## src/rtl/axi4l_param_bank_if.sv

```systemverilog
// AXI4-Lite slave bus bundle for the parameter bank.
// Master drives requests, slave returns readies and responses.
interface axi4l_param_bank_if #(
  parameter int ADDR_W = 8
);
  logic [ADDR_W-1:0] s_axi_awaddr;
  logic [2:0]        s_axi_awprot;
  logic              s_axi_awvalid;
  logic              s_axi_awready;
  logic [31:0]       s_axi_wdata;
  logic [3:0]        s_axi_wstrb;
  logic              s_axi_wvalid;
  logic              s_axi_wready;
  logic [1:0]        s_axi_bresp;
  logic              s_axi_bvalid;
  logic              s_axi_bready;
  logic [ADDR_W-1:0] s_axi_araddr;
  logic [2:0]        s_axi_arprot;
  logic              s_axi_arvalid;
  logic              s_axi_arready;
  logic [31:0]       s_axi_rdata;
  logic [1:0]        s_axi_rresp;
  logic              s_axi_rvalid;
  logic              s_axi_rready;

  modport master (
    output s_axi_awaddr, s_axi_awprot, s_axi_awvalid,
    input  s_axi_awready,
    output s_axi_wdata, s_axi_wstrb, s_axi_wvalid,
    input  s_axi_wready,
    input  s_axi_bresp, s_axi_bvalid,
    output s_axi_bready,
    output s_axi_araddr, s_axi_arprot, s_axi_arvalid,
    input  s_axi_arready,
    input  s_axi_rdata, s_axi_rresp, s_axi_rvalid,
    output s_axi_rready
  );

  modport slave (
    input  s_axi_awaddr, s_axi_awprot, s_axi_awvalid,
    output s_axi_awready,
    input  s_axi_wdata, s_axi_wstrb, s_axi_wvalid,
    output s_axi_wready,
    output s_axi_bresp, s_axi_bvalid,
    input  s_axi_bready,
    input  s_axi_araddr, s_axi_arprot, s_axi_arvalid,
    output s_axi_arready,
    output s_axi_rdata, s_axi_rresp, s_axi_rvalid,
    input  s_axi_rready
  );
endinterface

```

## src/rtl/axi4l_param_bank.sv

```systemverilog
// AXI4-Lite parameter bank: shadow/active RW words with atomic
// commit via a control word, plus read-only status words.
module axi4l_param_bank #(
  parameter int          ADDR_W  = 8,
  parameter int          N_RW    = 24,
  parameter int          N_RO    = 8,
  parameter logic [31:0] RST_VAL = '0
) (
  input  logic                s_axi_aclk,
  input  logic                s_axi_aresetn,
  axi4l_param_bank_if.slave   s_axi,
  output logic [N_RW*32-1:0]  params,
  output logic                params_update,
  output logic [30:0]         ctrl_evt,
  input  logic [N_RO*32-1:0]  status_in
);
  localparam int IW = ADDR_W - 2;
  localparam logic [1:0] OKAY   = 2'b00;
  localparam logic [1:0] SLVERR = 2'b10;

  logic          aw_held;
  logic          w_held;
  logic [IW-1:0] aw_idx_q;
  logic [31:0]   w_data_q;
  logic [3:0]    w_strb_q;
  logic          bvalid;
  logic [1:0]    bresp;
  logic          rvalid;
  logic [1:0]    rresp;
  logic [31:0]   rdata;
  logic [31:0]   shadow [N_RW];
  logic [31:0]   active [N_RW];

  logic          aw_hs;
  logic          w_hs;
  logic          ar_hs;
  logic [IW-1:0] wi;
  logic [31:0]   wd;
  logic [3:0]    ws;
  logic [31:0]   wk;
  logic [31:0]   rk;
  logic          wr_exec;
  logic          wr_rw;
  logic          wr_ctrl;
  logic          commit;
  logic [31:0]   rd_data;
  logic [1:0]    rd_resp;
  logic          unused;

  assign unused = ^{s_axi.s_axi_awprot, s_axi.s_axi_arprot,
                    s_axi.s_axi_awaddr[1:0], s_axi.s_axi_araddr[1:0]};

  assign s_axi.s_axi_awready = s_axi_aresetn & ~aw_held & ~bvalid;
  assign s_axi.s_axi_wready  = s_axi_aresetn & ~w_held & ~bvalid;
  assign s_axi.s_axi_arready = s_axi_aresetn & ~rvalid;
  assign s_axi.s_axi_bvalid  = bvalid;
  assign s_axi.s_axi_bresp   = bresp;
  assign s_axi.s_axi_rvalid  = rvalid;
  assign s_axi.s_axi_rresp   = rresp;
  assign s_axi.s_axi_rdata   = rdata;

  assign aw_hs = s_axi.s_axi_awvalid & s_axi.s_axi_awready;
  assign w_hs  = s_axi.s_axi_wvalid & s_axi.s_axi_wready;
  assign ar_hs = s_axi.s_axi_arvalid & s_axi.s_axi_arready;

  // Held values win; otherwise the live handshake feeds the write.
  assign wi = aw_held ? aw_idx_q : s_axi.s_axi_awaddr[ADDR_W-1:2];
  assign wd = w_held ? w_data_q : s_axi.s_axi_wdata;
  assign ws = w_held ? w_strb_q : s_axi.s_axi_wstrb;

  assign wr_exec = (aw_held | aw_hs) & (w_held | w_hs);
  assign wk      = 32'(wi);
  assign wr_rw   = wk < N_RW;
  assign wr_ctrl = wk == N_RW;
  assign commit  = wr_exec & wr_ctrl & ws[0] & wd[0];

  always_ff @(posedge s_axi_aclk) begin
    if (!s_axi_aresetn) begin
      aw_held       <= 1'b0;
      w_held        <= 1'b0;
      aw_idx_q      <= '0;
      w_data_q      <= '0;
      w_strb_q      <= '0;
      bvalid        <= 1'b0;
      bresp         <= OKAY;
      params_update <= 1'b0;
      ctrl_evt      <= '0;
    end else begin
      params_update <= commit;
      ctrl_evt <= (wr_exec & wr_ctrl & ws[0]) ? wd[31:1] : '0;
      if (wr_exec) begin
        aw_held <= 1'b0;
        w_held  <= 1'b0;
        bvalid  <= 1'b1;
        bresp   <= (wr_rw | wr_ctrl) ? OKAY : SLVERR;
      end else begin
        if (aw_hs) begin
          aw_held  <= 1'b1;
          aw_idx_q <= wi;
        end
        if (w_hs) begin
          w_held   <= 1'b1;
          w_data_q <= s_axi.s_axi_wdata;
          w_strb_q <= s_axi.s_axi_wstrb;
        end
        if (bvalid & s_axi.s_axi_bready)
          bvalid <= 1'b0;
      end
    end
  end

  always_ff @(posedge s_axi_aclk) begin
    if (!s_axi_aresetn) begin
      for (int k = 0; k < N_RW; k++) begin
        shadow[k] <= RST_VAL;
        active[k] <= RST_VAL;
      end
    end else begin
      for (int k = 0; k < N_RW; k++) begin
        if (wr_exec & wr_rw & (wk == 32'(k)))
          for (int j = 0; j < 4; j++)
            if (ws[j])
              shadow[k][8*j +: 8] <= wd[8*j +: 8];
        // Whole-set copy so downstream never sees a torn update.
        if (commit)
          active[k] <= shadow[k];
      end
    end
  end

  assign rk = 32'(s_axi.s_axi_araddr[ADDR_W-1:2]);

  always_comb begin
    rd_data = '0;
    rd_resp = SLVERR;
    if (rk <= N_RW + N_RO)
      rd_resp = OKAY;
    for (int k = 0; k < N_RW; k++)
      if (rk == 32'(k))
        rd_data = shadow[k];
    for (int k = 0; k < N_RO; k++)
      if (rk == 32'(N_RW + 1 + k))
        rd_data = status_in[32*k +: 32];
  end

  always_ff @(posedge s_axi_aclk) begin
    if (!s_axi_aresetn) begin
      rvalid <= 1'b0;
      rdata  <= '0;
      rresp  <= OKAY;
    end else if (ar_hs) begin
      rvalid <= 1'b1;
      rdata  <= rd_data;
      rresp  <= rd_resp;
    end else if (rvalid & s_axi.s_axi_rready) begin
      rvalid <= 1'b0;
    end
  end

  for (genvar g = 0; g < N_RW; g++) begin : g_params
    assign params[32*g +: 32] = active[g];
  end
endmodule

```

## src/flat_wrapper.sv

```systemverilog
// flat-port wrapper written by rule: the top's interface ports become plain ports
module axi4l_param_bank_flat 
#(
  parameter int          ADDR_W  = 8,
  parameter int          N_RW    = 24,
  parameter int          N_RO    = 8,
  parameter logic [31:0] RST_VAL = '0
)
  (s_axi_aclk, s_axi_aresetn, params, params_update, ctrl_evt, status_in, s_axi_s_axi_awaddr, s_axi_s_axi_awprot, s_axi_s_axi_awvalid, s_axi_s_axi_awready, s_axi_s_axi_wdata, s_axi_s_axi_wstrb, s_axi_s_axi_wvalid, s_axi_s_axi_wready, s_axi_s_axi_bresp, s_axi_s_axi_bvalid, s_axi_s_axi_bready, s_axi_s_axi_araddr, s_axi_s_axi_arprot, s_axi_s_axi_arvalid, s_axi_s_axi_arready, s_axi_s_axi_rdata, s_axi_s_axi_rresp, s_axi_s_axi_rvalid, s_axi_s_axi_rready);
  axi4l_param_bank_if #(.ADDR_W(ADDR_W)) s_axi_i ();
  input  logic s_axi_aclk;
  input  logic s_axi_aresetn;
  output logic [N_RW*32-1:0] params;
  output logic params_update;
  output logic [30:0] ctrl_evt;
  input  logic [N_RO*32-1:0] status_in;
  input wire logic [$bits(s_axi_i.s_axi_awaddr)-1:0] s_axi_s_axi_awaddr;
  input wire logic [$bits(s_axi_i.s_axi_awprot)-1:0] s_axi_s_axi_awprot;
  input wire logic [$bits(s_axi_i.s_axi_awvalid)-1:0] s_axi_s_axi_awvalid;
  output wire logic [$bits(s_axi_i.s_axi_awready)-1:0] s_axi_s_axi_awready;
  input wire logic [$bits(s_axi_i.s_axi_wdata)-1:0] s_axi_s_axi_wdata;
  input wire logic [$bits(s_axi_i.s_axi_wstrb)-1:0] s_axi_s_axi_wstrb;
  input wire logic [$bits(s_axi_i.s_axi_wvalid)-1:0] s_axi_s_axi_wvalid;
  output wire logic [$bits(s_axi_i.s_axi_wready)-1:0] s_axi_s_axi_wready;
  output wire logic [$bits(s_axi_i.s_axi_bresp)-1:0] s_axi_s_axi_bresp;
  output wire logic [$bits(s_axi_i.s_axi_bvalid)-1:0] s_axi_s_axi_bvalid;
  input wire logic [$bits(s_axi_i.s_axi_bready)-1:0] s_axi_s_axi_bready;
  input wire logic [$bits(s_axi_i.s_axi_araddr)-1:0] s_axi_s_axi_araddr;
  input wire logic [$bits(s_axi_i.s_axi_arprot)-1:0] s_axi_s_axi_arprot;
  input wire logic [$bits(s_axi_i.s_axi_arvalid)-1:0] s_axi_s_axi_arvalid;
  output wire logic [$bits(s_axi_i.s_axi_arready)-1:0] s_axi_s_axi_arready;
  output wire logic [$bits(s_axi_i.s_axi_rdata)-1:0] s_axi_s_axi_rdata;
  output wire logic [$bits(s_axi_i.s_axi_rresp)-1:0] s_axi_s_axi_rresp;
  output wire logic [$bits(s_axi_i.s_axi_rvalid)-1:0] s_axi_s_axi_rvalid;
  input wire logic [$bits(s_axi_i.s_axi_rready)-1:0] s_axi_s_axi_rready;
  assign s_axi_i.s_axi_awaddr = s_axi_s_axi_awaddr;
  assign s_axi_i.s_axi_awprot = s_axi_s_axi_awprot;
  assign s_axi_i.s_axi_awvalid = s_axi_s_axi_awvalid;
  assign s_axi_s_axi_awready = s_axi_i.s_axi_awready;
  assign s_axi_i.s_axi_wdata = s_axi_s_axi_wdata;
  assign s_axi_i.s_axi_wstrb = s_axi_s_axi_wstrb;
  assign s_axi_i.s_axi_wvalid = s_axi_s_axi_wvalid;
  assign s_axi_s_axi_wready = s_axi_i.s_axi_wready;
  assign s_axi_s_axi_bresp = s_axi_i.s_axi_bresp;
  assign s_axi_s_axi_bvalid = s_axi_i.s_axi_bvalid;
  assign s_axi_i.s_axi_bready = s_axi_s_axi_bready;
  assign s_axi_i.s_axi_araddr = s_axi_s_axi_araddr;
  assign s_axi_i.s_axi_arprot = s_axi_s_axi_arprot;
  assign s_axi_i.s_axi_arvalid = s_axi_s_axi_arvalid;
  assign s_axi_s_axi_arready = s_axi_i.s_axi_arready;
  assign s_axi_s_axi_rdata = s_axi_i.s_axi_rdata;
  assign s_axi_s_axi_rresp = s_axi_i.s_axi_rresp;
  assign s_axi_s_axi_rvalid = s_axi_i.s_axi_rvalid;
  assign s_axi_i.s_axi_rready = s_axi_s_axi_rready;
  axi4l_param_bank #(.ADDR_W(ADDR_W), .N_RW(N_RW), .N_RO(N_RO), .RST_VAL(RST_VAL)) u_core (.s_axi_aclk(s_axi_aclk), .s_axi_aresetn(s_axi_aresetn), .s_axi(s_axi_i), .params(params), .params_update(params_update), .ctrl_evt(ctrl_evt), .status_in(status_in));
endmodule
```

## config.mk

```make
export PLATFORM = sky130hd
export DESIGN_NAME = axi4l_param_bank_flat
export DESIGN_NICKNAME = d
export VERILOG_FILES = /design/src/rtl/axi4l_param_bank_if.sv /design/src/rtl/axi4l_param_bank.sv /design/src/flat_wrapper.sv
export SDC_FILE = /design/constraint.sdc
export NUM_CORES = 2
export LEC_CHECK = 0
export CAP_MARGIN = 30
export CORE_UTILIZATION = 27
export DETAILED_ROUTE_END_ITERATION = 10
export GPL_TIMING_DRIVEN = 0
export HOLD_SLACK_MARGIN = 0.05
export PLACE_DENSITY_LB_ADDON = 0.08
export SYNTH_ARGS = -nofsm -noshare
export SYNTH_HDL_FRONTEND = slang
export SYNTH_SLANG_ARGS = --single-unit
```

## constraint.sdc

```tcl
create_clock -name s_axi_aclk -period 78 [get_ports s_axi_aclk]
set_input_delay 19.5 -clock s_axi_aclk [delete_from_list [all_inputs] [get_ports s_axi_aclk]]
set_output_delay 19.5 -clock s_axi_aclk [all_outputs]
set_load 0.05 [all_outputs]
```

==> metrics.md <==
| Metric | Value |
|---|---|
| R2R Setup Slk | `72.61 ns` |
| Sw frac | `0.292` |
| Sequential share of the synthesized area | `0.703` |
| Most common cell after layout, fill and taps aside | `edfxtp_1` |
| Main synth FF type | `edfxtp_1` |
| Drt via density | `5.58` |
| Final Slew Violations | `0` |
| Worst-margin pin slew | `1.20 ns` |
| DR DRC count | `0` |
| Mapped Cells | `5290` |
| Die height | `507 um` |
| Nets | `7138` |
| Hold Path Cell Cnt | `2` |
| Final Critical Period | `40.70 ns` |
| Synth Warn # | `0` |
| Maximum clock frequency | `24.6 MHz` |
| CP Capture Type | `output port` |
| # IOs | `1162` |
| Status | `finished clean` |
| Global-route wire length before repair | `590000 um` |
| R2r endpoint | `u_core.active[0][525]` |
| Endpoint, Worst Hold | `u_core.w_data_q[26]` |
| Clock Tree Buf Depth | `3` |
| Max-Cap Viols | `0` |
| Psw | `668 uW` |
| Initial DRT Pass Iterations | `6` |
| PnR Total Power | `2.29 mW` |
| Fraction of layout cells with a size suffix above 1 | `0.104` |
| Critical Path Start Type | `input pin` |
| Worst VDD drop | `0.0000180 V` |
| Critical Path RT | `58.50 ns` |
| Hold Path Class | `register to register` |
| GPL Wtd Cong | `1.03` |
| Seq cells post-synth | `1648` |
| Global route overflow | `0` |
| Int Power | `1.62 mW` |
| Post-cts resize count | `0` |
| Hold_sp | `u_core.w_data_q[26]` |
| Async set-or-reset flop fraction in the synthesized netlist | `0` |
| Routed wire length | `473000 um` |
| Hpwl dp | `383000 um` |
| RSZ-0062 raised after global routing | `no` |
| Routed vias | `57900` |
| Slew margin rel. | `0.177` |
| Fin Setup TNS | `0 ns` |
| Kind of critical path | `input pin to output port` |
| Cts bufs inserted | `195` |
| Placed Cells | `9954` |
| Largest net degree at the start of global routing | `31` |
| Seq pwr share | `0.456` |
| Power share of the combinational group | `0.131` |
| Overall Global Routing Usage | `0.358` |
| Clock share of power | `0.412` |
| Vias in the first global route | `54000` |
| EDFF count, synth | `1536` |
| H-tree Lvls | `4` |
| Fin cells | `10400` |
| Arrival time worst endpoint | `21.20 ns` |
| Total die area | `257000 sq um` |
| Finished Core Util | `0.372` |
| # fillers | `24700` |
| Most frequent cells in the layout | `edfxtp_1 (1536), clkdlybuf4s50_1 (1147), and2_1 (775), nor2_1 (764), nand2_1 (392)` |
| CTS tree | `yes` |
| Final Hold Fails | `0` |
| DRT antenna net count | `0` |
| Insertion delay to the later sink of the worst-skew pair | `0.91 ns` |
| Hold_buf cts | `0` |
| Port buffer count | `1147` |
| Num Clock Sinks | `1648` |
| RR Startpoint | `u_core.w_held` |
| Avg WL per Cell | `45.6 um` |
| Reg2reg path depth | `8` |
| Syn Std Cell Area | `68800 sq um` |
| Die width | `507 um` |
| Root buffer cell | `clkbuf_16` |
| Clock Skew | `0.0452 ns` |
| Avg Cell Area, Syn | `13.0 sq um` |
| Final setup vio count | `0` |
| CP max FO | `6` |
| Synth unique cells | `82` |
| Core area | `252000 sq um` |
| Leak pwr | `33.4 nW` |
| Area grow syn2layout | `36.5%` |
| Row count | `184` |
| Fin crit share | `0.522` |
| Setup Buffers After CTS | `0` |
| Reg clk slew, reported paths | `0.06 ns` |
| 1st-iter DRT viols | `9371` |
| Initial Utilization | `0.273` |
| Pwr per Cell Area | `24.3 nW/um^2` |
| Initial antenna violation count | `112` |
## worst max-delay path, cell delays in order
cell,delay (ns)
clkbuf_1,0.19
buf_8,0.23
nor2b_1,0.37
clkdlybuf4s50_1,0.88
## Yosys cell counts, drive strengths merged (5+ instances only)
cell | instances | area share
a211o | 10 | 0.0013
a211oi | 28 | 0.0031
a21boi | 36 | 0.0039
a21oi | 142 | 0.010
a221o | 12 | 0.0017
a221oi | 54 | 0.0069
a222oi | 10 | 0.0015
a22oi | 56 | 0.0061
a311oi | 5 | 0.00064
a31oi | 33 | 0.0030
a32o | 5 | 0.00073
a32oi | 9 | 0.0011
and2 | 775 | 0.070
and3 | 11 | 0.0010
buf | 125 | 0.010
clkbuf | 253 | 0.014
dfxtp | 112 | 0.033
edfxtp | 1536 | 0.67
inv | 47 | 0.0026
mux2 | 79 | 0.013
mux2i | 97 | 0.014
mux4 | 11 | 0.0036
nand2 | 394 | 0.022
nand2b | 17 | 0.0015
nand3 | 59 | 0.0043
nand4 | 6 | 0.00055
nor2 | 775 | 0.043
nor2b | 19 | 0.0017
nor3 | 33 | 0.0024
nor4 | 6 | 0.00064
o2111ai | 9 | 0.0011
o211ai | 20 | 0.0022
o21a | 7 | 0.00076
o21ai | 220 | 0.016
o221a | 5 | 0.00082
o221ai | 37 | 0.0047
o22a | 6 | 0.00076
o22ai | 117 | 0.011
o2bb2ai | 18 | 0.0023
o31a | 5 | 0.00064
o31ai | 7 | 0.00076
o32ai | 9 | 0.0014
or3 | 8 | 0.00073
or4 | 6 | 0.00065
or4b | 8 | 0.0012
## how the worst max path moves through the flow
stage	startpoint	to	slack (ns)	depth (start not counted)
after global placement	s_axi_s_axi_wstrb[0]	u_core.active[0][53]	-32.39	5
final	s_axi_aresetn	s_axi_s_axi_arready	37.31	4
after global routing	s_axi_aresetn	s_axi_s_axi_arready	37.26	4
after CTS	s_axi_aresetn	s_axi_s_axi_arready	37.28	4
after detailed placement	s_axi_aresetn	s_axi_s_axi_arready	37.27	4
after floorplan	s_axi_aresetn	u_core.active[0][0]	1.17	6
## state kept, by name (all words and copies together), names as in the netlist
signal	flops
u_core.active	768
u_core.shadow	768
u_core.s_axi.s_axi_rdata	32
u_core.w_data_q	32
u_core.ctrl_evt	31
u_core.aw_idx_q	6
u_core.w_strb_q	4
u_core.aw_held	1
u_core.params_update	1
u_core.s_axi.s_axi_bresp	1
u_core.s_axi.s_axi_bvalid	1
u_core.s_axi.s_axi_rresp	1
u_core.s_axi.s_axi_rvalid	1
u_core.w_held	1
## metal layers
layer | vias to the layer above | track usage | part of all wire
li1 | 22400 | - | -
met1 | 30200 | 0.472 | 0.40
met2 | 4355 | 0.518 | 0.42
met3 | 924 | 0.0977 | 0.10
met4 | 34 | 0.225 | 0.072
met5 | - | 0 | 0.00042
## through the flow
step	setup WS [ns]	hold slack, ns	area (sq um)
6_report	37.31	0.464	93900
5_1_grt	37.26	0.484	93800
4_1_cts	37.28	0.466	93600
3_5_place_dp	37.27	0.457	87100
3_3_place_gp	-32.39	0.449	84500
2_1_floorplan	1.17	0.440	68800
## power by group through the flow
stage	sequential (mW)	clock (mW)	combinational, mW
floorplan	1.14	0	0.0625
global placement	1.13	0	0.275
detailed placement	1.06	0	0.291
CTS	1.04	0.949	0.292
global route	1.04	0.980	0.298
finish	1.04	0.942	0.300
## cell type report
type                            count  area [sq um]  share of cell area
Sequential cell                  1648         48400               0.515
Multi-Input combinational cell   3218         18700               0.199
Timing Repair Buffer             1329         14200               0.151
Clock buffer                      254          5240              0.0559
Tap cell                         3348          4190              0.0446
Buffer                            378          1680              0.0179
Clock inverter                    110          1200              0.0128
Inverter                           47           176             0.00188
Antenna cell                       47           118             0.00125
## kinds of logic after synthesis
logic type	count (synthesis)	synth area share
buffers and inverters	425	0.0266
and+or+nand+nor	2144	0.154
muxes	187	0.0307
AOI/OAI and AO/OA	885	0.0858
DFF	1648	0.703
other	1	0.0000545
No activity file was read; power rests on OpenSTA's default activity.
